--- config.mk ---
export PLATFORM = sky130hd
export DESIGN_NAME = mem_wb_stage
export DESIGN_NICKNAME = d
export VERILOG_FILES = /design/src/rtl/mem_wb_stage.sv
export SDC_FILE = /design/constraint.sdc
export NUM_CORES = 1
export LEC_CHECK = 0
export BUFFER_PORTS_ARGS = -buffer_cell sky130_fd_sc_hd__clkbuf_2
export CAP_MARGIN = 30
export CORE_MARGIN = 2
export CORE_UTILIZATION = 40
export DETAILED_ROUTE_END_ITERATION = 8
export PLACE_DENSITY_LB_ADDON = 0.25
export REMOVE_ABC_BUFFERS = 1
export SLEW_MARGIN = 20
export SYNTH_ARGS = -nofsm -noshare
export SYNTH_HDL_FRONTEND = slang
export SYNTH_SLANG_ARGS = --single-unit
export TNS_END_PERCENT = 5
--- constraint.sdc ---
create_clock -name clk -period 2.3 [get_ports clk]
set_input_delay 0 -clock clk [delete_from_list [all_inputs] [get_ports clk]]
set_output_delay 0 -clock clk [all_outputs]
set_load 0.05 [all_outputs]
--- src/rtl/mem_wb_stage.sv ---
// Memory-access and writeback stage: issues one data-memory request at a time,
// then drives the register file write port and counts retired instructions.
//
// state      | meaning
// S_IDLE     | ready for a new instruction; non-memory ops go straight to WB
// S_MEM_WAIT | memory op issued from the held slot, waiting for dhit
module mem_wb_stage #(
   parameter int DW = 32,
   parameter int AW = 5
) (
   input  logic          clk,
   input  logic          n_rst,
   input  logic          in_valid,
   output logic          in_ready,
   input  logic          flush,
   input  logic          in_regwrite,
   input  logic [AW-1:0] in_wsel,
   input  logic [1:0]    in_wbsrc,
   input  logic          in_memread,
   input  logic          in_memwrite,
   input  logic [DW-1:0] in_alu_out,
   input  logic [DW-1:0] in_store_data,
   input  logic [DW-1:0] in_npc,
   input  logic [15:0]   in_imm16,
   output logic          dren,
   output logic          dwen,
   output logic [DW-1:0] daddr,
   output logic [DW-1:0] dstore,
   input  logic          dhit,
   input  logic [DW-1:0] dload,
   output logic          WEN,
   output logic [AW-1:0] wsel,
   output logic [DW-1:0] wdat,
   output logic [31:0]   retired
);

   typedef enum logic {
      S_IDLE     = 1'b0,
      S_MEM_WAIT = 1'b1
   } state_t;

   localparam logic [1:0] SRC_ALU  = 2'b00;
   localparam logic [1:0] SRC_LOAD = 2'b01;
   localparam logic [1:0] SRC_NPC  = 2'b10;
   localparam logic [1:0] SRC_LUI  = 2'b11;

   state_t        state_q, state_d;

   logic          slot_regwrite_q, slot_regwrite_d;
   logic [AW-1:0] slot_wsel_q,     slot_wsel_d;
   logic [1:0]    slot_wbsrc_q,    slot_wbsrc_d;
   logic          slot_memread_q,  slot_memread_d;
   logic          slot_memwrite_q, slot_memwrite_d;
   logic [DW-1:0] slot_addr_q,     slot_addr_d;
   logic [DW-1:0] slot_sdata_q,    slot_sdata_d;
   logic [DW-1:0] slot_npc_q,      slot_npc_d;
   logic [15:0]   slot_imm16_q,    slot_imm16_d;

   logic          wb_valid_q,    wb_valid_d;
   logic          wb_regwrite_q, wb_regwrite_d;
   logic [AW-1:0] wb_wsel_q,     wb_wsel_d;
   logic [DW-1:0] wb_wdat_q,     wb_wdat_d;

   logic [31:0]   retired_q;

   logic          accept;
   logic          mem_busy;

   // Code 01 only selects load data when the op actually went to memory.
   function automatic logic [DW-1:0] sel_wdat(
      input logic [1:0]    src,
      input logic          from_mem,
      input logic [DW-1:0] alu,
      input logic [DW-1:0] npc,
      input logic [DW-1:0] ld,
      input logic [15:0]   imm
   );
      logic [DW-1:0] res;
      res = alu;
      case (src)
         SRC_ALU:  res = alu;
         SRC_LOAD: res = from_mem ? ld : alu;
         SRC_NPC:  res = npc;
         SRC_LUI:  res = DW'({imm, 16'h0000});
         default:  res = alu;
      endcase
      return res;
   endfunction

   assign accept   = in_valid & ~flush;
   assign mem_busy = (state_q == S_MEM_WAIT);

   always_comb begin
      state_d         = state_q;
      slot_regwrite_d = slot_regwrite_q;
      slot_wsel_d     = slot_wsel_q;
      slot_wbsrc_d    = slot_wbsrc_q;
      slot_memread_d  = slot_memread_q;
      slot_memwrite_d = slot_memwrite_q;
      slot_addr_d     = slot_addr_q;
      slot_sdata_d    = slot_sdata_q;
      slot_npc_d      = slot_npc_q;
      slot_imm16_d    = slot_imm16_q;
      wb_valid_d      = 1'b0;
      wb_regwrite_d   = wb_regwrite_q;
      wb_wsel_d       = wb_wsel_q;
      wb_wdat_d       = wb_wdat_q;

      case (state_q)
         S_IDLE: begin
            if (accept) begin
               if (in_memread | in_memwrite) begin
                  slot_regwrite_d = in_regwrite;
                  slot_wsel_d     = in_wsel;
                  slot_wbsrc_d    = in_wbsrc;
                  slot_memread_d  = in_memread;
                  slot_memwrite_d = in_memwrite;
                  slot_addr_d     = in_alu_out;
                  slot_sdata_d    = in_store_data;
                  slot_npc_d      = in_npc;
                  slot_imm16_d    = in_imm16;
                  state_d         = S_MEM_WAIT;
               end else begin
                  wb_valid_d    = 1'b1;
                  wb_regwrite_d = in_regwrite;
                  wb_wsel_d     = in_wsel;
                  wb_wdat_d     = sel_wdat(in_wbsrc, 1'b0, in_alu_out, in_npc,
                                           dload, in_imm16);
               end
            end
         end
         S_MEM_WAIT: begin
            // An issued access is never aborted; in_valid/flush are ignored here.
            if (dhit) begin
               wb_valid_d    = 1'b1;
               wb_regwrite_d = slot_regwrite_q;
               wb_wsel_d     = slot_wsel_q;
               wb_wdat_d     = sel_wdat(slot_wbsrc_q, 1'b1, slot_addr_q,
                                        slot_npc_q, dload, slot_imm16_q);
               state_d       = S_IDLE;
            end
         end
         default: state_d = S_IDLE;
      endcase
   end

   always_ff @(posedge clk or negedge n_rst) begin
      if (!n_rst) begin
         state_q         <= S_IDLE;
         slot_regwrite_q <= 1'b0;
         slot_wsel_q     <= '0;
         slot_wbsrc_q    <= '0;
         slot_memread_q  <= 1'b0;
         slot_memwrite_q <= 1'b0;
         slot_addr_q     <= '0;
         slot_sdata_q    <= '0;
         slot_npc_q      <= '0;
         slot_imm16_q    <= '0;
         wb_valid_q      <= 1'b0;
         wb_regwrite_q   <= 1'b0;
         wb_wsel_q       <= '0;
         wb_wdat_q       <= '0;
      end else begin
         state_q         <= state_d;
         slot_regwrite_q <= slot_regwrite_d;
         slot_wsel_q     <= slot_wsel_d;
         slot_wbsrc_q    <= slot_wbsrc_d;
         slot_memread_q  <= slot_memread_d;
         slot_memwrite_q <= slot_memwrite_d;
         slot_addr_q     <= slot_addr_d;
         slot_sdata_q    <= slot_sdata_d;
         slot_npc_q      <= slot_npc_d;
         slot_imm16_q    <= slot_imm16_d;
         wb_valid_q      <= wb_valid_d;
         wb_regwrite_q   <= wb_regwrite_d;
         wb_wsel_q       <= wb_wsel_d;
         wb_wdat_q       <= wb_wdat_d;
      end
   end

   always_ff @(posedge clk or negedge n_rst) begin
      if (!n_rst) begin
         retired_q <= '0;
      end else if (wb_valid_q) begin
         retired_q <= retired_q + 32'd1;
      end
   end

   // in_ready is gated by reset so upstream sees 0 while n_rst is low.
   assign in_ready = n_rst & (state_q == S_IDLE);

   assign dren   = mem_busy & slot_memread_q;
   assign dwen   = mem_busy & slot_memwrite_q;
   assign daddr  = mem_busy ? slot_addr_q  : '0;
   assign dstore = mem_busy ? slot_sdata_q : '0;

   // r0 writes are suppressed here as well as in the register file.
   assign WEN  = wb_valid_q & wb_regwrite_q & (wb_wsel_q != '0);
   assign wsel = wb_valid_q ? wb_wsel_q : '0;
   assign wdat = wb_valid_q ? wb_wdat_q : '0;

   assign retired = retired_q;

endmodule

* Word level (Yosys, flattened, before mapping)
Cells that the tools add are included. W data, S select, Z words.
Word-level totals: output and inout bits 137, bits in registers 194, word-level logic and storage cells 66, input bits 159
Cells by class: $add $sub $neg 1, mux-type cells 26, equal/unequal tests 9, reduce and logical (&&, ||, !) cells 6, bitwise logic cells 9
Operators by type and width (number):
- $mux W32 | 6
- $pmux W32 S4 | 1
- $pmux W32 S3 | 1
- $pmux W32 S2 | 1
- $add A32 B1 Y32 const B | 1
- $mux W5 | 4
- $pmux W5 S2 | 1
- $mux W1 | 9
- $eq A2 B2 Y1 const B | 4
- $and A1 B1 Y1 | 6
- $ne A2 B2 Y1 const B | 3
- $pmux W1 S2 | 3
- $reduce_and A3 Y1 | 2
- $reduce_bool A5 Y1 | 1
- $eq A2 B1 Y1 const B | 2
- $logic_not A2 Y1 | 2
- $not A1 Y1 | 2
- $reduce_or A2 Y1 | 1
- $or A1 B1 Y1 | 1

* Logic depth before layout (Yosys ltp)
Gate-level depths: netlist (run 1).
word-level depth 6, mapped depth 8, gate-level depth less buffers 5

* Least setup slack after synthesis (run 1)
Ideal clock, no wire load.
kind register to register, start point reg retired_q[0], in the netlist retired[0], end point reg retired_q[28], in the netlist retired[28], path buffers 0, cell stages (with the launch flop) 6, setup time 0.082 ns, data required time 2.218 ns, arrival 1.964 ns, clock period less this slack 2.046 ns, path slack 0.254 ns, cell sequence dfrtp_1 > ha_1 > nand4_1 > or3_2 > nor3_1 > xor2_1
Between the ends: word-level cells in the longest chain between the ends 1
Ends and longest elaborated chain:
- start, declared | RTL line 64 | logic [31:0] retired_q;
- start signal, assigned | RTL line 185 | retired_q <= retired_q + 32'd1;
- $add A32 B1 Y32 | RTL line 185
No other way between the ends. A chain may end at the register's enable or synchronous reset.

* Final worst setup path (run 1)
start point reg state_q, in the netlist mem_busy, end point out daddr[24]
Between the ends: word-level cells in the longest chain between the ends 1
Ends and longest elaborated chain:
- start, declared | RTL line 47 | state_t state_q, state_d;
- start signal, assigned | RTL line 164 | state_q <= state_d;
- $mux W32 | RTL line 194 | assign daddr = mem_busy ? slot_addr_q : '0;
- end, declared | RTL line 27 | output logic [DW-1:0] daddr,
No other way between the ends.

==> PnR_summary.wiki, run 1 <==
{| class="wikitable"
! Metric !! Value
|-
| Run status || completed
|-
| Largest fanout of any net on the critical path || slightly above 80
|-
| Placement-stage worst setup slack || 467.6 ps
|-
| Total power divided by cell area || 829.4 nW/µm²
|-
| Area delta synth->final || 40.73%
|-
| Portion of the clock cycle consumed by the worst path in the final layout || 93.55%
|-
| Length of the first detailed-routing pass in iterations || 4
|-
| VDD IR max || about 430 µV
|-
| Post-Synth Adder-Cell Area || 0.1297%
|-
| First-pass GRT wire length || 45260 µm
|-
| Post-synthesis xor/xnor area fraction || under 10%
|-
| Startpoint of the tightest hold check path || dload[21]
|-
| Post-route minimum period || ~2200 ps
|-
| Half-perimeter wire length after detailed placement || 18570 µm
|-
| Initial cell density of the core || 40.98%
|-
| Final antenna-violating net count || 0
|-
| Wirelength per Cell || 17.54 µm
|-
| Total CTS buffers || 17
|-
| Initial antenna violation count || 1
|-
| Final worst setup slack || 148.3 ps
|-
| Worst R2R Setup Slack || 460 ps
|-
| Number of instances in the synthesized netlist || 819
|-
| Clk Tree Root Cell || clkbuf_16
|-
| Compound-gate portion of the synthesized area || between 7 and 8%
|-
| Netlist Area Pre-Place || 9648 µm²
|-
| Most common cell after layout, fill and taps aside || clkbuf_2
|-
| Worst path max stage delay || 650 ps
|-
| Worst-case clock buffer depth || 2
|-
| Actual slew at the worst max-slew pin || slightly below 900 ps
|-
| Combinational family with the most area after synthesis || multiplexers
|-
| Number of buffers inserted by port buffering || 295
|-
| H-tree level count || 4
|-
| Clock-pin slew reported for the worst setup and hold paths after clock tree synthesis || 80 ps
|-
| CTS tree || done
|-
| RSZ-0062 raised after global routing || no
|-
| Die Footprint || 25380 µm²
|-
| Commonest non-fill, non-tap cells in the layout || clkbuf_2 (294), dfrtp_1 (191), dlygate4sd3_1 (138)
|-
| Final Power || approximately 11 mW
|-
| DR iter-0 viols || 440
|-
| Synth cell types || 42
|-
| Multiplexer area fraction after synthesis || 22.03%
|-
| Type of destination of the critical path || output port
|-
| Ratio of cells with drive above 1 in the final layout || between 40 and 50%
|-
| Share of the yosys chip area belonging to registers || about 50%
|-
| Remaining routing DRC violations || 0
|-
| Fill cell total of the finished layout || 2018
|-
| Pin count of the biggest net entering global routing || 83
|-
| Global-route usage over all layers || 22.24%
|-
| Die Y || roughly 160 µm
|-
| Startpoint of the lowest-slack register-to-register path || retired[4]$_DFFE_PN0P_
|-
| Static Leakage || 6.485 nW
|-
| Critical path data required time || approximately 2300 ps
|-
| Total number of placement rows || 56
|-
| GP Congestion || between 0.8 and 0.9
|-
| Final nets || around 1400
|-
| Finish-stage setup viols || 0
|-
| Critical path data arrival time || 2150 ps
|-
| Number of warning messages in the yosys log || 0
|-
| Cell family with the largest share of critical-path delay || buffers and inverters
|-
| Final count of hold timing violations || 0
|-
| Slowest CP cell || buf_4
|-
| Fin. max-slew vios || 0
|-
| Via count of the first global-routing pass || 8517
|-
| Chip width || roughly 160 µm
|-
| Type of origin of the critical path || flop
|-
| Crit Path Category || flop to output port
|-
| Total Routed Length || 27500 µm
|-
| Post-synth EDFFs || 0
|-
| Mean post-synth cell area || 11.78 µm²
|-
| I/O pin total || between 200 and 300
|-
| Worst Reg-to-Reg Cells || 4
|-
| Core area || 23540 µm²
|-
| CTS sink count || 194
|-
| Hold Crit Depth || 4
|-
| Endpoint of the most critical register-to-register path || retired[31]$_DFFE_PN0P_
|-
| Worst-case clock skew || 16.66 ps
|-
| Max-cap viol count || 0
|-
| Hold Path Sink || wb_wdat_q[21]$_DFFE_PN0P_
|-
| Drt via density || about 5.1
|-
| Count of vias placed by the detailed router || 7993
|-
| Clock latency on the worst-skew pair || roughly 430 ps
|-
| Post-CTS Repair Setup Buffers || 0
|-
| Congestion Overflow GR || 0
|-
| Fraction of registers with async set or reset after synthesis || 100.0%
|-
| Worst slew margin || 40.67%
|-
| Buffer and inverter count on the worst path || 2
|-
| Critical path cell sequence || buf_4, and2_1, clkbuf_2
|-
| Synthesized-area fraction occupied by and/or/nand/nor cells || 13.81%
|-
| Most used flip-flop cell after synthesis || dfrtp_1
|-
| Synthesis-stage register bit count || 194
|-
| Min-Delay Path Class || primary input to flop
|-
| Highest attainable clock frequency || 464.7 MHz
|}
[where the power goes]
part	leakage, nW	internal (mW)	switching (mW)
sequential	2.35	4.18	0.505
combinational	3.83	1.48	1.91
clock	0.304	1.68	1.50
[per-stage QoR]
stage	std cells	cell area (µm²)	utilization, %	hold slack (ps)	TNS (ps)
final	1568	13580	57.67	100.5	0
after global routing	1568	13580	57.67	92.96	0
after CTS	1567	13580	57.66	77.13	0
after detailed placement	1397	11550	49.07	48.89	0
after global placement	1397	11550	49.07	51.17	0
after floorplan	757	9379	-	-295.6	-689320
[cells by family after synthesis]
group                      after synthesis
and+or+nand+nor                        243
DFF                                    194
xor gates and xnor gates                31
AOI/OAI and AO/OA                      105
adders and majority gates                1
buffers and inverters                   68
muxes                                  177
[per-layer routing]
metal	vias up	track usage, %	wire [µm]
li1	3755	-	-
met1	3957	28.34	11950
met2	242	37.02	13360
met3	39	5.392	1542
met4	0	7.975	650
met5	-	0	0
[synth_stat cells (14+ instances only)]
cell      instances  share of area [%]
a21oi_1          32                1.7
a221oi_1         16                1.5
mux2_2          123                 14
dfrtp_1         194                 50
o211a_1          16                1.7
mux4_2           16                3.7
buf_2            22                1.1
xnor2_1          14                1.3
xor2_1           17                1.5
nor2_1           39                1.5
a211oi_1         16                1.2
mux2i_1          38                3.9
o31ai_1          16                1.2
nand2_1          50                1.9
and2_1          104                6.7
clkbuf_1         35                1.4
[sequential cells by signal (all words and copies together) (netlist names), 2 cells and up]
| name | cells |
|---|---|
| slot_wbsrc_q | 2 |
| slot_addr_q | 32 |
| retired | 32 |
| wb_wsel_q | 5 |
| slot_npc_q | 32 |
| slot_sdata_q | 32 |
| slot_imm16_q | 16 |
| slot_wsel_q | 5 |
| wb_wdat_q | 32 |
[area by class of cell]
type	count	area, µm²	area share [%]
sequential	194	4861	35.80
multi-input combinational	557	4514	33.25
timing repair buffer	459	3137	23.10
clock buffer	17	425.4	3.133
tap	319	399.1	2.940
clock inverter	15	216.5	1.594
inverter	6	22.52	0.1659
antenna	1	2.502	0.01843
[what timing repair did]
action / in CTS / in global routing
hold buffers: 138 / 0
gates resized for setup: 0 / 0
endpoints found under the hold margin: 207 / 0
[worst reg2reg max path: cells and delay by family, from the launching register on]
| kind | cells | cell delay, ps |
|---|---|---|
| flops | 1 | 460 |
| simple gates | 3 | 1120 |
| xor+xnor | 1 | 180 |
[worst max-delay path by stage]
stage                                start                    endpoint  slack, ps  depth (start not counted)
3_5_place_dp   slot_wbsrc_q[0]$_DFFE_PN0P_   wb_wdat_q[18]$_DFFE_PN0P_        470                          4
4_1_cts                 mem_busy$_DFF_PN0_                   daddr[10]        160                          3
3_3_place_gp   slot_wbsrc_q[0]$_DFFE_PN0P_   wb_wdat_q[17]$_DFFE_PN0P_        490                          4
6_report                mem_busy$_DFF_PN0_                   daddr[24]        150                          3
2_1_floorplan           mem_busy$_DFF_PN0_  slot_addr_q[0]$_DFFE_PN0P_      -4930                          2
5_1_grt                 mem_busy$_DFF_PN0_                   daddr[27]         40                          3
Note: power is estimated with default switching activity, not from simulation.
==> run 2: changes to the inputs <==
--- a/config.mk
+++ b/config.mk
@@ -11,7 +11,7 @@
 export CORE_UTILIZATION = 40
 export DETAILED_ROUTE_END_ITERATION = 8
 export PLACE_DENSITY_LB_ADDON = 0.25
-export REMOVE_ABC_BUFFERS = 1
+export SETUP_SLACK_MARGIN = 0.5
 export SLEW_MARGIN = 20
 export SYNTH_ARGS = -nofsm -noshare
 export SYNTH_HDL_FRONTEND = slang
==> PnR_summary.wiki, run 2 (synthesis results as in run 1) <==
{| class="wikitable"
! Metric !! Value
|-
| Commonest non-fill, non-tap cells in the layout || clkbuf_2 (293), dfrtp_1 (179), dlygate4sd3_1 (139)
|-
| Type of destination of the critical path || output port
|-
| Min-Delay Path Class || primary input to flop
|-
| Highest metal layer with signal wires || met4
|-
| Wirelength per Cell || 17.37 µm (-0.97%)
|-
| Worst R2R Setup Slack || 510 ps (+50 ps)
|-
| Clock latency on the worst-skew pair || 430 ps (about the same)
|-
| Count of vias placed by the detailed router || 7898 (-1.2%)
|-
| VDD IR max || 403.6 µV (-5.1%)
|-
| Worst-case clock buffer depth || 2 (unchanged)
|-
| Die Footprint || 25380 µm² (unchanged)
|-
| Remaining routing DRC violations || 0 (unchanged)
|-
| Run status || completed
|-
| Buffer and inverter count on the worst path || 2 (unchanged)
|-
| Portion of the clock cycle consumed by the worst path in the final layout || 78.70% (-15 points)
|-
| Final antenna-violating net count || 0 (unchanged)
|-
| Die Y || 159.3 µm (unchanged)
|-
| CTS tree || done
|-
| Area delta synth->final || 40.75% (about the same)
|-
| Half-perimeter wire length after detailed placement || 17420 µm (-6.2%)
|-
| Global-route usage over all layers || 21.65% (-0.59 points)
|-
| Non-filler cells in the finished layout || 1564 (-0.26%)
|-
| Total power divided by cell area || 831.6 nW/µm² (+0.28%)
|-
| DR iter-0 viols || 499 (+13%)
|-
| Worst slew margin || 50.38% (+9.7 points)
|-
| Clk Tree Root Cell || clkbuf_16
|-
| Total Routed Length || 27160 µm (-1.2%)
|-
| Hold Crit Depth || 4 (unchanged)
|-
| Actual slew at the worst max-slew pin || 744.3 ps (-144.7 ps)
|-
| Crit Path Category || flop to output port
|-
| Initial cell density of the core || 40.98% (unchanged)
|-
| Drt via density || 5.050 (-0.94%)
|-
| Pin count of the biggest net entering global routing || 113 (+36%)
|-
| Ratio of cells with drive above 1 in the final layout || 41.29% (+0.66 points)
|-
| Worst-case clock skew || 9.085 ps (-7.576 ps)
|-
| Hold slack final || 81.26 ps (-19.28 ps)
|-
| Congestion Overflow GR || 0 (unchanged)
|-
| Worst path max stage delay || 480 ps (-170 ps)
|-
| Critical path data required time || 2300 ps (about the same)
|-
| Largest fanout of any net on the critical path || 63 (-23%)
|-
| Worst Reg-to-Reg Cells || 3 (-1)
|-
| Slowest CP cell || dfrtp_4
|-
| Type of origin of the critical path || flop
|-
| Fill cell total of the finished layout || 2024 (+0.30%)
|-
| Fin. max-slew vios || 0 (unchanged)
|-
| Static Leakage || 6.457 nW (-0.44%)
|-
| Final nets || 1392 (-0.22%)
|-
| Max-cap viol count || 0 (unchanged)
|-
| GP Congestion || 0.7934 (-4.8%)
|-
| Core area || 23540 µm² (unchanged)
|-
| Startpoint of the lowest-slack register-to-register path || mem_busy$_DFF_PN0_
|-
| I/O pin total || 296 (unchanged)
|-
| Number of cells in the design after placement || 1390 (-0.50%)
|-
| Number of buffers inserted by port buffering || 295 (unchanged)
|-
| Length of the first detailed-routing pass in iterations || 5 (+1)
|-
| Met2 layer wire length in the routed design || 13220 µm (-1.0%)
|-
| Wire length on met1 || 11730 µm (-1.8%)
|-
| Diodes inserted || 0 (-1)
|-
| Initial antenna violation count || 0 (-1)
|-
| Endpoint of the most critical register-to-register path || wb_wdat_q[13]$_DFFE_PN0P_
|-
| CTS sink count || 194 (unchanged)
|-
| H-tree level count || 4 (unchanged)
|-
| First-pass GRT wire length || 44280 µm (-2.2%)
|-
| Most common cell after layout, fill and taps aside || clkbuf_2
|-
| Total number of placement rows || 56 (unchanged)
|-
| Critical path cell sequence || buf_8, and2_1, clkbuf_2
|-
| Clock-pin slew reported for the worst setup and hold paths after clock tree synthesis || 80 ps (about the same)
|-
| Highest attainable clock frequency || 552.5 MHz (+19%)
|-
| Chip width || 159.3 µm (unchanged)
|-
| Total Neg Setup Slack || 0 ps (unchanged)
|-
| Total CTS buffers || 17 (unchanged)
|-
| Critical path data arrival time || 1810 ps (-340 ps)
|-
| Finish-stage setup viols || 0 (unchanged)
|-
| Post-route minimum period || 1810 ps (-341.6 ps)
|-
| Met3 layer wire length in the routed design || 1624 µm (+5.3%)
|-
| Final count of hold timing violations || 0 (unchanged)
|-
| Startpoint of the tightest hold check path || dload[18]
|-
| Total nets after synthesis || 979
|-
| RSZ-0062 raised after global routing || yes
|-
| Hold Path Sink || wb_wdat_q[18]$_DFFE_PN0P_
|-
| Cell family with the largest share of critical-path delay || buffers and inverters
|-
| Via count of the first global-routing pass || 8450 (-0.79%)
|}
run 2: cell count changes in the layout (fill, tap and decap cells not counted), moves of 2 or more:
cell,delta
dfrtp_1,-12
inv_6,+2
dfrtp_2,+12
buf_4,-6
run 2: final cells by class:
class / instances / area (µm²) / area share (%)
Timing Repair Buffer: 456 / 3128 / 23.04
Multi-Input combinational cell: 557 / 4516 / 33.25
Clock buffer: 17 / 425.4 / 3.133
Sequential cell: 194 / 4876 / 35.91
Clock inverter: 15 / 210.2 / 1.548
Inverter: 6 / 25.02 / 0.1843
Tap cell: 319 / 399.1 / 2.939
run 2: per-stage QoR:
step	worst slack, ps	utilization, %	power, mW	cell area, µm²
floorplan	439.8	-	7.000	9668
global placement	538.1	48.86	7.876	11500
global route	410.2	57.68	11.90	13580
finish	489.9	57.68	11.29	13580
detailed placement	492.2	48.86	7.961	11500
CTS	468.4	57.55	11.40	13550
run 2: timing repair:
action | CTS | global route
hold buffers | 139 | 0
endpoints found under the setup margin | 74 | 156
endpoints found under the hold margin | 341 | 0
pin swaps | 0 | 1
setup buffers | 0 | 2
resized for setup | 5 | 2
run 2: worst max-delay path by stage:
stage                                endpoint                    from  cells past startpoint  slack (ps)
floorplan             retired[28]$_DFFE_PN0P_  retired[0]$_DFFE_PN0P_                      5         440
global placement      retired[24]$_DFFE_PN0P_  retired[0]$_DFFE_PN0P_                      5         540
detailed placement  wb_wdat_q[25]$_DFFE_PN0P_      mem_busy$_DFF_PN0_                      3         490
CTS                                 daddr[27]      mem_busy$_DFF_PN0_                      3         470
global route                        daddr[17]      mem_busy$_DFF_PN0_                      3         410
finish                              daddr[17]      mem_busy$_DFF_PN0_                      3         490
run 2: where the power goes:
group | total [mW] | switching, mW | internal (mW)
clock network | 3.20 | 1.52 | 1.68
registers | 4.68 | 0.486 | 4.19
logic | 3.41 | 1.92 | 1.49
total | 11.3 | 3.93 | 7.36
run 2: tightest hold or removal path, cell delays in order:
cell and delay (ps):
clkbuf_2 70, mux4_2 220, a21oi_1 60, a21oi_1 120
run 2: layer usage:
layer	vias to the layer above	GRT usage [%]
met3	49	5.288
met4	0	7.727
met2	253	36.19
li1	3734	-
met5	-	0
met1	3862	27.46
